`src/rtl/mem_arb_pkg.sv`:
```
// rtl/mem_arb_pkg.sv - shared types and constants for the unified-memory arbiter
package mem_arb_pkg;

    typedef enum logic [1:0] {
        IDLE = 2'd0,
        OWN0 = 2'd1,
        OWN1 = 2'd2
    } arb_state_e;

    localparam int   PORT_CORE    = 0;
    localparam int   PORT_EXT     = 1;
    localparam int   MAX_LOCK_DEF = 8;
    // Reset value of last: port 1 "most recent" so the core wins the first contention.
    localparam logic LAST_RESET   = 1'b1;

endpackage

```
`src/rtl/rr_pick2.sv`:
```
// rtl/rr_pick2.sv - 2-way round-robin picker; a tie goes to the port not granted last
module rr_pick2 (
    input  logic i_req0,
    input  logic i_req1,
    input  logic i_last,
    output logic o_gnt0,
    output logic o_gnt1
);

    assign o_gnt0 = i_req0 & (~i_req1 | i_last);
    assign o_gnt1 = i_req1 & (~i_req0 | ~i_last);

endmodule

```
`src/rtl/mem_arbiter.sv`:
```
// rtl/mem_arbiter.sv - shares the unified I/D memory between the core (port 0) and an external master (port 1)
module mem_arbiter
    import mem_arb_pkg::*;
#(
    parameter int AW       = 32,
    parameter int DW       = 32,
    parameter int MAX_LOCK = MAX_LOCK_DEF
) (
    input  logic          clk,
    input  logic          rst,
    input  logic          m0_req,
    input  logic          m0_we,
    input  logic          m0_lock,
    input  logic [AW-1:0] m0_addr,
    input  logic [DW-1:0] m0_wdata,
    output logic          m0_gnt,
    output logic          m0_rvalid,
    output logic [DW-1:0] m0_rdata,
    input  logic          m1_req,
    input  logic          m1_we,
    input  logic          m1_lock,
    input  logic [AW-1:0] m1_addr,
    input  logic [DW-1:0] m1_wdata,
    output logic          m1_gnt,
    output logic          m1_rvalid,
    output logic [DW-1:0] m1_rdata,
    output logic [AW-1:0] mem_a,
    output logic [DW-1:0] mem_wd,
    output logic          mem_we,
    input  logic [DW-1:0] mem_rd
);

    localparam logic [8:0] LP_MAX = 9'(MAX_LOCK);

    arb_state_e    r_state;
    arb_state_e    w_state_nxt;
    logic          r_last;
    logic          w_last_nxt;
    logic [7:0]    r_cnt;
    logic [7:0]    w_cnt_nxt;
    logic [DW-1:0] r_rdata;
    logic          r_rvalid0;
    logic          r_rvalid1;

    logic          w_pick0;
    logic          w_pick1;
    logic          w_gnt0;
    logic          w_gnt1;
    logic          w_cont;
    logic          w_g_lock;
    logic          w_oth_req;
    logic          w_oth_lock;
    logic [8:0]    w_beats;

    rr_pick2 u_pick (
        .i_req0 (m0_req),
        .i_req1 (m1_req),
        .i_last (r_last),
        .o_gnt0 (w_pick0),
        .o_gnt1 (w_pick1)
    );

    always_comb begin
        w_gnt0      = 1'b0;
        w_gnt1      = 1'b0;
        w_cont      = 1'b0;
        w_state_nxt = IDLE;
        w_cnt_nxt   = '0;
        w_last_nxt  = r_last;

        // An owner that stops requesting falls through to plain arbitration this cycle.
        if (r_state == OWN0 && m0_req) begin
            w_gnt0 = 1'b1;
            w_cont = 1'b1;
        end else if (r_state == OWN1 && m1_req) begin
            w_gnt1 = 1'b1;
            w_cont = 1'b1;
        end else begin
            w_gnt0 = w_pick0;
            w_gnt1 = w_pick1;
        end

        w_g_lock   = w_gnt1 ? m1_lock : m0_lock;
        w_oth_req  = w_gnt1 ? m0_req  : m1_req;
        w_oth_lock = w_gnt1 ? m0_lock : m1_lock;
        // Beats are only counted while the other port is waiting.
        w_beats    = (w_cont ? {1'b0, r_cnt} : 9'd0) + {8'd0, w_oth_req};

        if (w_gnt0 || w_gnt1) begin
            w_last_nxt = w_gnt1;
            if (w_g_lock && w_beats < LP_MAX) begin
                w_state_nxt = w_gnt1 ? OWN1 : OWN0;
                w_cnt_nxt   = w_beats[7:0];
            end else if ((w_cont || w_g_lock) && w_oth_req && w_oth_lock) begin
                w_state_nxt = w_gnt1 ? OWN0 : OWN1;
            end
        end
    end

    always_ff @(posedge clk) begin
        if (rst) begin
            r_state   <= IDLE;
            r_last    <= LAST_RESET;
            r_cnt     <= '0;
            r_rdata   <= '0;
            r_rvalid0 <= 1'b0;
            r_rvalid1 <= 1'b0;
        end else begin
            r_state   <= w_state_nxt;
            r_last    <= w_last_nxt;
            r_cnt     <= w_cnt_nxt;
            r_rvalid0 <= w_gnt0 & ~m0_we;
            r_rvalid1 <= w_gnt1 & ~m1_we;
            if ((w_gnt0 & ~m0_we) | (w_gnt1 & ~m1_we)) begin
                r_rdata <= mem_rd;
            end
        end
    end

    assign m0_gnt    = w_gnt0 & ~rst;
    assign m1_gnt    = w_gnt1 & ~rst;
    assign m0_rvalid = r_rvalid0;
    assign m1_rvalid = r_rvalid1;
    assign m0_rdata  = r_rdata;
    assign m1_rdata  = r_rdata;

    assign mem_a  = m1_gnt ? m1_addr  : m0_addr;
    assign mem_wd = m1_gnt ? m1_wdata : m0_wdata;
    assign mem_we = (m0_gnt & m0_we) | (m1_gnt & m1_we);

endmodule

```
`config.mk`:
```
export PLATFORM = sky130hd
export DESIGN_NAME = mem_arbiter
export DESIGN_NICKNAME = d
export VERILOG_FILES = /design/src/rtl/mem_arb_pkg.sv /design/src/rtl/rr_pick2.sv /design/src/rtl/mem_arbiter.sv
export SDC_FILE = /design/constraint.sdc
export NUM_CORES = 1
export LEC_CHECK = 0
export CAP_MARGIN = 0
export CORE_AREA = 8 8 111 113
export DETAILED_ROUTE_END_ITERATION = 12
export DIE_AREA = 0 0 119 121
export PLACE_DENSITY = 0.89
export SYNTH_ARGS = -nofsm -noshare
export SYNTH_HDL_FRONTEND = slang
export SYNTH_SLANG_ARGS = --single-unit
```
`constraint.sdc`:
```
create_clock -name clk -period 7.9 [get_ports clk]
set_clock_uncertainty 0.05 [all_clocks]
set_input_delay 1.58 -clock clk [delete_from_list [all_inputs] [get_ports clk]]
set_output_delay 1.58 -clock clk [all_outputs]
set_load 0.1 [all_outputs]
```
==> qor.yml <==
status: "finished, final reports clean"
firstDrtPassIters: 4
antenna_found_initial: 1
grt.overflow.total: 0
avgSynthCellArea_um2: 6.92
critPathRequiredTime_ns: 6.27
num_vias: 3544
yosysMostFrequentCell: "nand2_1"
cts.hold.buffers_added: 0
rows: 38
final_area_mm2: 0.00560
die_y_um: 121
core_area_mm2: 0.0106
power_density_mw_per_mm2: 197
worstMarginPinSlew_ns: 1.13
detail_route.iter0.violations: 283
cts.sinks: 45
wire_per_inst_um: 17.2
yosysSeqAreaShare: 0.319
max-slew-margin-rel: 0.249
areaGrowthSynthToFinish_pct: 98.1
ys_warn_count: 0
final_layout_size_suffix_gt1_frac: 0.124
p_total_mw: 1.10
worstSetupEndpointType: "output port"
cts_tree: "built"
final-seq-area_um2: 901
maxCapViolations: 0
total_leakage_power_nw: 2.57
multi_input_area_mm2: 0.00153
ys.flop_type: "dfxtp_1"
finalHoldViolations: 0
cts_buffers: 5
postCtsSetupBuffers: 0
drtAntennaViolNets: 0
syn_area_mm2: 0.00282
cts_resized: 0
die-area_mm2: 0.0144
crit_type: "in2out"
yosysTopAreaCellShare: 0.319
synth_cells: 408
start_util: 0.266
routed_wl_um: 13900
worstReg2RegStart: "r_state[1]"
reg2reg_to: "r_state[0]"
crit_arrival_ns: 4.15
hold_depth: 2
synth_top_area_cell: "dfxtp_1"
synth-seq-cells: 45
slew_viol_final: 0
fin_nets: 838
path_max_fanout: 67
setup.worst_path.start: "m1_req"
period_needed_ns: 5.78
r2r_slack_ns: 4.80
gp_congestion: 0.896
irDropWorstVdd_mv: 0.147
finalSetupViolCount: 0
viasPerCell: 4.38
synth.area.top_cells: "dfxtp_1 32%, nand2_1 26%, mux2i_1 12%"
synthTopCellsByCount: "196 x nand2_1, 45 x dfxtp_1, 40 x nor2_1"
crit_end: "mem_wd[2]"
synthArstFlopShare: 0
fillCellCount: 985
io_buffers: 300
drc_errors: 0
grt_pass1_wl_um: 20800
die_width_um: 119
grtUsageTotal: 0.180
post-route-period-util: 0.732
startpoint_type: "input port"
ff2ff_path_depth: 11
clk_pin_slew_worst_paths_ns: 0.08
place_area_mm2: 0.00548
dp_hpwl_um: 11400
worstSkewPairLatency_ns: 0.29
grt_pass1_vias: 3660
rsz0062_at_grt: "no"
ios: 301
ctsRootBufferMaster: "clkbuf_8"
grt_max_degree: 68
synth-edff-count: 0
clk_path_buf_depth: 2
ys_types: 36
h-tree-depth: 2
setup-tns-final_ns: 0
max_freq_mhz: 173
worstHoldPathType: "reg2reg"
power breakdown:
group	total (mW)	switching [mW]	internal [mW]
sequential	0.253	0.0119	0.242
combinational	0.671	0.491	0.180
clock	0.175	0.0722	0.103
through the flow:
| stage | instances | setup WS (ns) | utilization | hold WS, ns |
|---|---|---|---|---|
| after floorplan | 412 | 2.22 | - | 0.397 |
| after global placement | 801 | 2.10 | 0.517 | 0.420 |
| after detailed placement | 801 | 2.11 | 0.517 | 0.452 |
| after CTS | 809 | 2.11 | 0.527 | 0.471 |
| after global routing | 810 | 1.90 | 0.528 | 0.503 |
| final | 810 | 2.12 | 0.528 | 0.459 |
cell families (layout without fill, tap and decap cells):
family | Yosys count | in the layout | synth area share
buffers and inverters | 57 | 314 | 0.145
DFF | 45 | 45 | 0.319
xor gates and xnor gates | 1 | 1 | 0.00310
other | 1 | 6 | 0.00133
muxes | 36 | 36 | 0.129
AOI/OAI and AO/OA | 12 | 12 | 0.0399
and+or+nand+nor | 253 | 253 | 0.350
adders and majority gates | 3 | 3 | 0.0128
layer usage:
metal | GRT usage | up-vias | part of all wire
met5 | 0 | - | 0
met4 | 0.0632 | 0 | 0.021
met3 | 0.0675 | 21 | 0.10
met2 | 0.303 | 201 | 0.47
met1 | 0.206 | 1564 | 0.41
li1 | - | 1758 | -
placed cells by master, fill, tap and decap left out, types with 3 or more instances in the layout:
| cell | n |
|---|---|
| and3_1 | 3 |
| clkdlybuf4s50_1 | 234 |
| clkbuf_8 | 6 |
| mux2i_1 | 33 |
| nor2_1 | 40 |
| nand2_1 | 196 |
| conb_1 | 5 |
| buf_4 | 69 |
| and2_1 | 4 |
| dfxtp_1 | 45 |
| nand3_1 | 4 |
final cells by class:
type,instances,area share
clock inverters,1,0.00537
repair buffers,303,0.511
well taps,140,0.0313
multi-input cells,310,0.273
flip-flops and latches,45,0.161
diodes,1,0.000447
clock buffers,7,0.0154
inverters,3,0.00201
registers in the layout, summed over array words and instances (netlist names):
register   flops
m0_rdata      32
r_cnt          8
r_state        2
m0_rvalid      1
m1_rvalid      1
r_last         1
worst min path at each step:
stage	startpoint	endpoint	slack (ns)
6_report	r_last	r_last	0.46
5_1_grt	m0_rdata[17]	m0_rdata[17]	0.50
4_1_cts	r_last	r_last	0.47
3_5_place_dp	r_last	r_last	0.45
3_3_place_gp	r_last	r_last	0.42
2_1_floorplan	r_last	r_last	0.40
critical path, cell delays in order:
cell and delay, ns:
clkdlybuf4s50_1 0.51, inv_2 0.08, a21o_1 0.20, or2_2 0.30, inv_2 0.78, nand2_1 0.18, nand2_1 0.18, buf_4 0.32
Note: power is estimated with default switching activity, not from simulation.
